`src/rtl/fifo_uart_tx.sv`:
```
// fifo_uart_tx: pulls bytes from an upstream FIFO and serialises them as
// 8N1 (or 8E1 with PARITY_EN) frames, LSB first. Every output is a flop
// loaded from the next-state values, so tx is glitch-free and all the
// strobes line up with the state they describe.
module fifo_uart_tx #(
    parameter int CLKS_PER_BIT = 16,
    parameter bit PARITY_EN    = 1'b0
) (
    input  logic       clk,
    input  logic       rst,
    input  logic       tx_en,
    input  logic       fifo_empty,
    input  logic [7:0] fifo_data,
    output logic       fifo_re,
    output logic       tx,
    output logic       busy,
    output logic       byte_done
);

    localparam int CNT_W = (CLKS_PER_BIT > 1) ? $clog2(CLKS_PER_BIT) : 1;
    localparam logic [CNT_W-1:0] CNT_LAST = CNT_W'(CLKS_PER_BIT - 1);

    typedef enum logic [2:0] {
        IDLE, RD, LOAD, START, DATA, PARITY, STOP
    } state_t;

    state_t           state, state_n;
    logic [CNT_W-1:0] cnt, cnt_n;
    logic [2:0]       bit_idx, bit_n;
    logic [7:0]       sh, sh_n;
    logic             par, par_n;
    logic             tx_n, re_n, busy_n, done_n;
    logic             last;

    assign last = (cnt == CNT_LAST);

    // Next-state, counters and the values the output flops load next cycle.
    always_comb begin
        state_n = state;
        cnt_n   = cnt + CNT_W'(1);
        bit_n   = bit_idx;
        sh_n    = sh;
        par_n   = par;
        case (state)
            IDLE: begin
                cnt_n = '0;
                if (tx_en && !fifo_empty) state_n = RD;
            end
            RD: begin
                cnt_n   = '0;
                state_n = LOAD;
            end
            LOAD: begin
                // FIFO read data is valid here, one cycle after the strobe.
                sh_n    = fifo_data;
                par_n   = ^fifo_data;
                cnt_n   = '0;
                state_n = START;
            end
            START: begin
                if (last) begin
                    cnt_n   = '0;
                    bit_n   = 3'd0;
                    state_n = DATA;
                end
            end
            DATA: begin
                if (last) begin
                    cnt_n = '0;
                    if (bit_idx == 3'd7) begin
                        bit_n   = 3'd0;
                        state_n = PARITY_EN ? PARITY : STOP;
                    end else begin
                        bit_n = bit_idx + 3'd1;
                    end
                end
            end
            PARITY: begin
                if (last) begin
                    cnt_n   = '0;
                    state_n = STOP;
                end
            end
            STOP: begin
                if (last) begin
                    cnt_n   = '0;
                    state_n = IDLE;
                end
            end
            default: begin
                cnt_n   = '0;
                state_n = IDLE;
            end
        endcase

        case (state_n)
            START:   tx_n = 1'b0;
            DATA:    tx_n = sh_n[bit_n];
            PARITY:  tx_n = par_n;
            default: tx_n = 1'b1;
        endcase
        re_n   = (state_n == RD);
        busy_n = (state_n != IDLE);
        done_n = (state_n == STOP) && (cnt_n == CNT_LAST);
    end

    // State, datapath and registered outputs; reset overrides everything.
    always_ff @(posedge clk) begin
        if (rst) begin
            state     <= IDLE;
            cnt       <= '0;
            bit_idx   <= 3'd0;
            sh        <= 8'h00;
            par       <= 1'b0;
            tx        <= 1'b1;
            fifo_re   <= 1'b0;
            busy      <= 1'b0;
            byte_done <= 1'b0;
        end else begin
            state     <= state_n;
            cnt       <= cnt_n;
            bit_idx   <= bit_n;
            sh        <= sh_n;
            par       <= par_n;
            tx        <= tx_n;
            fifo_re   <= re_n;
            busy      <= busy_n;
            byte_done <= done_n;
        end
    end

endmodule

```
`config.mk`:
```
export PLATFORM = sky130hd
export DESIGN_NAME = fifo_uart_tx
export DESIGN_NICKNAME = d
export VERILOG_FILES = /design/src/rtl/fifo_uart_tx.sv
export SDC_FILE = /design/constraint.sdc
export NUM_CORES = 1
export LEC_CHECK = 0
export ABC_CLOCK_PERIOD_IN_PS = 3200
export CELL_PAD_IN_SITES_DETAIL_PLACEMENT = 1
export CELL_PAD_IN_SITES_GLOBAL_PLACEMENT = 2
export CORE_MARGIN = 2
export CORE_UTILIZATION = 24
export DETAILED_ROUTE_END_ITERATION = 10
export DONT_BUFFER_PORTS = 1
export PLACE_DENSITY_LB_ADDON = 0.1
export SETUP_SLACK_MARGIN = 0.1
export SYNTH_ARGS = -nofsm -noshare
export SYNTH_HDL_FRONTEND = slang
export SYNTH_SLANG_ARGS = --single-unit
```
`constraint.sdc`:
```
create_clock -name clk -period 3.2 [get_ports clk]
set_input_delay 0 -clock clk [delete_from_list [all_inputs] [get_ports clk]]
set_output_delay 0 -clock clk [all_outputs]
set_load 0.1 [all_outputs]
```
# After elaboration in Yosys (flattened, before gate mapping)
# Index checks and enable logic that the tools add are counted.
dict set report classes {
  n_addsub 2
  order_cmp 1
  eq_ne 14
  muxes 18
  reduce_logical 7
}
# op n
set op_table {}
lappend op_table {{$mux W3} 9}
lappend op_table {{$eq A3 B3 Y1 const B} 7}
lappend op_table {{$pmux W3 S7} 1}
lappend op_table {{$eq A3 B2 Y1 const B} 3}
lappend op_table {{$eq A4 B4 Y1 const B} 2}
lappend op_table {{$mux W4} 2}
lappend op_table {{$mux W8} 1}
lappend op_table {{$reduce_xor A8 Y1} 1}
lappend op_table {{$eq A3 B1 Y1 const B} 2}
lappend op_table {{$pmux W3 S2} 1}
lappend op_table {{$add A4 B1 Y4 const B} 1}
lappend op_table {{$lt A3 B4 Y1 const B} 1}
lappend op_table {{$reduce_or A4 Y1} 1}
lappend op_table {{$add A3 B1 Y3 const B} 1}
lappend op_table {{$bmux W1 S3} 1}
lappend op_table {{$logic_not A3 Y1} 1}
lappend op_table {{$pmux W1 S3} 1}
lappend op_table {{$reduce_bool A3 Y1} 1}
lappend op_table {{$logic_and A1 B1 Y1} 2}
lappend op_table {{$mux W1} 2}
lappend op_table {{$logic_not A1 Y1} 1}
dict set report word_totals {
  regBits 23
  in_bits 12
  output_inout_bits 4
  elab_cells 51
}

# Logic depth before layout (Yosys ltp)
# Gate-level depths: netlist of run 1.
dict set report depth {
  depth_word 7
  ltp_mapped 8
  depth_no_buf 8
}

# Least setup slack after synthesis of run 1
# Ideal clock, no wire load.
dict set report synth_timing {
  path_kind {reg2reg}
  startpoint {register cnt[0]}
  endpoint {register tx}
  setup_time_ns 0.132
  arrival_ns 1.799
  t_required_ns 3.068
  setup_slack_ns 1.269
  path_stages_with_launch 9
  path_buffers 1
  period_less_slack_ns 1.931
  path_cell_list {dfxtp_1 > ha_1 > and3_1 > buf_6 > a21oi_1 > a221oi_1 > and2b_1 > a22oi_1 > a32oi_1}
}
dict set report synth_between {
  elab_chain_cells 6
  elab_cells_between_ends 15
  cone_classes {eq/ne: 4; mux: 11}
}
# element line
set synth_rtl {}
lappend synth_rtl {{start, declared} 28} ;# logic [CNT_W-1:0] cnt, cnt_n;
lappend synth_rtl {{start signal, assigned} 121} ;# cnt <= cnt_n;
lappend synth_rtl {{$eq A4 B4 Y1 *} 35} ;# assign last = (cnt == CNT_LAST);
lappend synth_rtl {{$mux W3 (on tied branches)} {68, 61}}
lappend synth_rtl {{$pmux W3 S2} 44} ;# case (state)
lappend synth_rtl {{$bmux W1 S3} 98} ;# DATA: tx_n = sh_n[bit_n];
lappend synth_rtl {{$mux W1 (implied by the code)} 98}
lappend synth_rtl {{$pmux W1 S3 *} 96} ;# case (state_n)
lappend synth_rtl {{end signal, assigned} 125} ;# tx <= tx_n;
lappend synth_rtl {{end, declared} 15} ;# output logic tx,
# Every way passes the cells marked *; elsewhere a longest branch is shown, timed or not. The select of a mux whose other input is x is not followed.
# A chain may end at the register's enable or synchronous reset.

# Worst setup path after layout of run 1
# Ends and elaborated chain as after synthesis.

==> results of run 1 <==
==> tightest hold or removal path, cell delays in order <==
cell	delay, ns
xnor2_1	0.05
xnor2_1	0.13
xnor2_1	0.13
a211oi_1	0.06
==> synth_stat cells, types with 2 or more instances <==
cell	instances
clkbuf_1	3
buf_2	2
o21ai_0	2
xnor2_1	8
nand2_1	6
ha_1	3
a22oi_1	2
nor2b_1	3
nor4_1	3
a221oi_1	2
nand2b_1	3
mux2i_1	11
dfxtp_1	23
nor3_1	5
nor3b_1	2
nor2_1	19
a21oi_1	7
==> flip-flops by register name, indices dropped and copies added, names as in the netlist <==
name and cells:
state 3, par 1, busy 1, bit_idx 3, cnt 4, byte_done 1
sh 8, tx 1, fifo_re 1
==> cell families (layout without fill, tap and decap cells) <==
logic type      Yosys count  after routing
compound gates           26             26
xor+xnor                  9              9
fa+ha+maj                 3              3
buf+inv                  10             19
flops                    23             23
mux                      11             11
simple gates             51             51
==> power breakdown <==
part	switching (mW)	internal [mW]	total [mW]
combinational	0.0495	0.0485	0.0980
clock	0.103	0.0882	0.191
sequential	0.0375	0.300	0.338
total	0.190	0.437	0.627
==> worst paths after layout <==
kind	end	slack (ns)	depth (start not counted)
max	tx	0.87	7
min	par	0.15	4
max reg2reg	tx	0.87	7
min reg2reg	sh[5]	0.50	2
==> cell type report <==
cell class | count | area (um2) | area share, %
timing repair buffer | 13 | 125 | 8.72
inverter | 2 | 12.5 | 0.872
clock buffer | 3 | 41.3 | 2.88
clock inverter | 1 | 7.51 | 0.523
tap | 70 | 87.6 | 6.10
sequential | 23 | 460 | 32.1
multi-input combinational | 100 | 701 | 48.8
==> layer usage <==
metal	up-vias	GRT usage [%]	part of all wire [%]	wire, um
met2	15	23.1	52	1620
met5	-	0	0	0
met3	2	4.23	4.6	144
met4	0	3.31	0.70	22
li1	494	-	-	-
met1	486	14.7	43	1350
==> timing repair <==
item	in CTS	in global routing
buffers inserted	0	0
hold buffers	11	0
endpoints found under the hold margin	23	0
==> impl_metrics.yaml, run 1 <==
critical_path:
  critPathBufInv: 0
  r2r_start: "cnt[0]"
  required_ns: 3.35
  cp_data_arrival_time_ns: 2.48
  critPathMaxFanout: 8
  cpMaxStageDelayCell: "a221oi_1"
  cp_cell_sequence: "ha_1 -> and3_1 -> a21oi_1 -> a221oi_1 -> and2b_1 -> a22oi_1 -> a32oi_1"
  cpLargestDelayFamily: "compound AO/OA/AOI/OAI gates"
  slowest_delay_ns: 0.47
  cp-start-kind: "flip-flop"
  startpoint: "cnt[0]"
  end_kind: "flip-flop"
  path_class: "flip-flop to flip-flop"
logic_synthesis:
  ys_ff_latch: 23
  ys_seq_area_share_pct: 37.5
  ys_warn_count: 0
  synth-edff-count: 0
  synthAdderAreaFrac_pct: 3.05
  synth_top_area_share_pct: 37.5
  syn_nets: 148
  synth.distinct_cells: 46
  synth_compound_area_share_pct: 17.1
  avgSynthCellArea_um2: 9.24
  syn-instance-count: 133
  yosys-mux-area-fraction_pct: 8.96
  ys.flop_type: "dfxtp_1"
  synth_area_leaders: "dfxtp_1 37%, mux2i_1 9.0%, nor2_1 5.8%"
  synth_top_area_cell: "dfxtp_1"
  synth_top_family_by_area: "simple AND/OR/NAND/NOR gates"
  synth_async_sr_flop_share_pct: 0
  synth_xor_area_share_pct: 6.42
  synth_area_um2: 1230
  synthSimpleGateAreaFrac_pct: 21.5
min_path:
  hp-start: "fifo_data[7]"
  hold_path.class: "input pin to flip-flop"
route:
  routed_wl_um: 3130
  routedWlPerCell_um: 14.8
  vias: 997
  drt_iter0_drc: 75
  drcViolationCount: 0
  firstDrtPassIters: 5
  postRouteAntennaNets: 0
  viasPerCell: 4.70
timing:
  tightest_slew_ns: 0.969
  fin_ws_ns: 0.867
  slew_violations: 0
  finalHoldViolCount: 0
  timing.fmax_mhz: 429
  finalClockSkew_ns: 0.000848
  slew_headroom_pct: 35.3
  rsz0062_at_grt: "no"
  finalSetupViolCount: 0
  period_needed_ns: 2.33
  tns_ns: 0
  hold-worst-slack_ns: 0.155
  post-route-period-util_pct: 72.9
pwr:
  p_leak_nw: 0.451
  power.density_nw_per_um2: 437
  finalPower_mw: 0.627
  ir_drop_uv: 163
finish:
  fillers: 625
  fin_cells: 212
  diodes: 0
  post-route-util_pct: 28.6
  layout_common_cells: "23 x dfxtp_1, 19 x nor2_1, 11 x mux2i_1, 11 x dlygate4sd3_1, 8 x xnor2_1"
  mostFrequentLayoutCell: "dfxtp_1"
  syn2layout_area_growth_pct: 16.8
  final_nets: 158
  fin_area_um2: 1440
  post_route_cells_drive_above_1_share_pct: 7.75
clock_network:
  clock-sinks: 23
  cts_max_level: 1
  clockRootBuffer: "clkbuf_8"
  numCtsBuffers: 3
  clk_pin_slew_ns: 0.09
  clockBufferDepth: 2
  post_cts_resized: 0
  cts_tree: "yes"
  clk_latency_ns: 0.27
place:
  place_area_um2: 1280
  placed_cells: 197
  place.gp.congestion: 0.867
  post-dp-hpwl_um: 2270
  port_buffers: 0
  post-place-ws_ns: 0.879
floorplanning:
  dieArea_um2: 5710
  start_util_pct: 24.5
  die_y_um: 75.6
  rows: 26
  core_area_um2: 5010
  ios: 16
  fp.dieW_um: 75.6
global_route:
  overflow: 0
  antenna_found_initial: 0
  grt_max_degree: 23
  grt_usage_pct: 12.9
  grt_pass1_vias: 1100
  grt_pass1_wl_um: 5400
run:
  maxCapViolations: 0
status:
  status: "finished clean"
(Power assumes the default switching activity.)
==> run 2: changes to the inputs <==
Settings changed: ABC_CLOCK_PERIOD_IN_PS 3200 to 2000.
Clock period 3.2 ns to 2 ns, I/O delays scaled along.
==> run 2 against run 1 <==
Flip-flop and latch count stayed put. Largest power group unchanged. Clock power is 61% higher. Worst hold slack worse by 0.14 ns. Routed wire length is 15% higher. Combinational power grew to 2.6 times the previous value. Worst setup slack worse by 0.74 ns. Die area stayed put. Fmax is 24% higher.
==> impl_metrics.yaml, run 2 (synthesis gave the netlist of run 1 again) <==
route:
  viasPerCell: 4.69
  drcViolationCount: 0
  drt_iter0_drc: 47
  routed_wl_um: 3600
  postRouteAntennaNets: 0
  vias: 1135
  firstDrtPassIters: 4
  routedWlPerCell_um: 14.9
critical_path:
  required_ns: 2.14
  r2r_start: "cnt[1]"
  critPathMaxFanout: 5
  cp-start-kind: "flip-flop"
  cpLargestDelayFamily: "compound AO/OA/AOI/OAI gates"
  path_class: "flip-flop to flip-flop"
  cp_data_arrival_time_ns: 2.02
  startpoint: "cnt[1]"
  critPathBufInv: 0
  cpMaxStageDelayCell: "dfxtp_4"
  cp_cell_sequence: "ha_4 -> nand4_1 -> nor3_4 -> a211oi_4 -> mux2i_1 -> a311oi_1 -> a32oi_1"
  end_kind: "flip-flop"
  slowest_delay_ns: 0.38
pwr:
  ir_drop_uv: 478
  p_leak_nw: 0.605
  pwr-share-seq_pct: 46.9
  switchingPower_mw: 0.323
  p_clk_share_pct: 29.0
  p_comb_share_pct: 24.1
  finalPower_mw: 1.06
  sw_frac_of_total_pct: 30.5
  power.density_nw_per_um2: 603
  intPower_mw: 0.737
finish:
  largest_reg_flops: 8
  post-route-util_pct: 35.1
  diodes: 0
  reg_top3: "sh: 8 flops, cnt: 4 flops"
  post_route_cells_drive_above_1_share_pct: 34.3
  syn2layout_area_growth_pct: 43.1
  final_nets: 188
  regMostFlops: "sh"
  layout_common_cells: "31 x buf_4, 18 x nor2_1, 17 x dfxtp_1"
  mostFrequentLayoutCell: "buf_4"
global_route:
  grt_usage_pct: 13.0
  grt_pass1_wl_um: 5460
  overflow: 0
  grt_max_degree: 23
  antenna_found_initial: 0
  grt_pass1_vias: 1106
floorplanning:
  ios: 16
  rows: 26
  die_y_um: 75.6
  fp.dieW_um: 75.6
  dieArea_um2: 5710
  core_area_um2: 5010
  start_util_pct: 24.5
place:
  post-place-ws_ns: -0.0504
  place.gp.congestion: 0.830
  post-dp-hpwl_um: 2480
  port_buffers: 0
clock_network:
  cts_max_level: 1
  numCtsBuffers: 3
  cts_tree: "yes"
  clockBufferDepth: 2
  clk_latency_ns: 0.27
  clock-sinks: 23
  clk_pin_slew_ns: 0.09
  clockRootBuffer: "clkbuf_8"
min_path:
  hold_path.class: "input pin to flip-flop"
  hp-start: "fifo_empty"
status:
  status: "finished clean"
timing:
  finalClockSkew_ns: 0.00328
  finalSetupViolCount: 0
  slew_violations: 0
  period_needed_ns: 1.88
  finalHoldViolCount: 0
  tightest_slew_ns: 0.879
  slew_headroom_pct: 41.2
  rsz0062_at_grt: "yes"
  timing.fmax_mhz: 533
  fin_ws_ns: 0.124
  post-route-period-util_pct: 93.8
  hold-worst-slack_ns: 0.0101
run:
  maxCapViolations: 0
run 2: changes by cell type in the layout (fill, tap and decap cells not counted), sizes merged:
cell | before | now
buf | 2 | 32
run 2: metrics by stage:
stage                     cell area, um2  cells  setup TNS (ns)
after floorplan                     1230    133               0
after global placement              1430    217         -0.0461
after detailed placement            1430    217         -0.0504
after CTS                           1630    232               0
after global routing                1760    242         -0.0147
final                               1760    242               0
run 2: path summary, 6_finish.rpt:
path | to | slack, ns | cells past startpoint
worst max-delay path | tx | 0.12 | 7
worst min register to register | sh[7] | 0.51 | 2
worst min-delay path | busy | 0.01 | 2
worst max register to register | tx | 0.12 | 7
run 2: layer usage:
layer / share of wire (%) / global-route usage [%]
met1: 41 / 15.1
met2: 55 / 24.1
met3: 3.2 / 3.04
met4: 0.61 / 3.12
met5: 0 / 0
run 2: area by class of cell:
class / count / area (um2)
clock buffers: 3 / 41.3
multi-input cells: 100 / 785
repair buffers: 43 / 354
inverters: 2 / 12.5
well taps: 70 / 87.6
fillers: 602 / 3250
clock inverters: 1 / 7.51
flip-flops and latches: 23 / 470
run 2: repair_timing:
| action | 4_1_cts | 5_1_grt |
|---|---|---|
| hold endpoints to repair | 23 | 0 |
| resized for setup | 11 | 12 |
| setup endpoints to repair | 1 | 1 |
| setup buffers | 0 | 10 |
| pin swaps | 1 | 6 |
| hold buffers | 11 | 0 |
| cloned | 0 | 0 |
run 2: power groups by stage:
stage	clock network [mW]	registers [mW]	logic, mW
2_1_floorplan	0	0.534	0.128
4_1_cts	0.330	0.497	0.236
6_report	0.307	0.497	0.256
3_5_place_dp	0	0.507	0.208
5_1_grt	0.340	0.499	0.279
3_3_place_gp	0	0.507	0.209
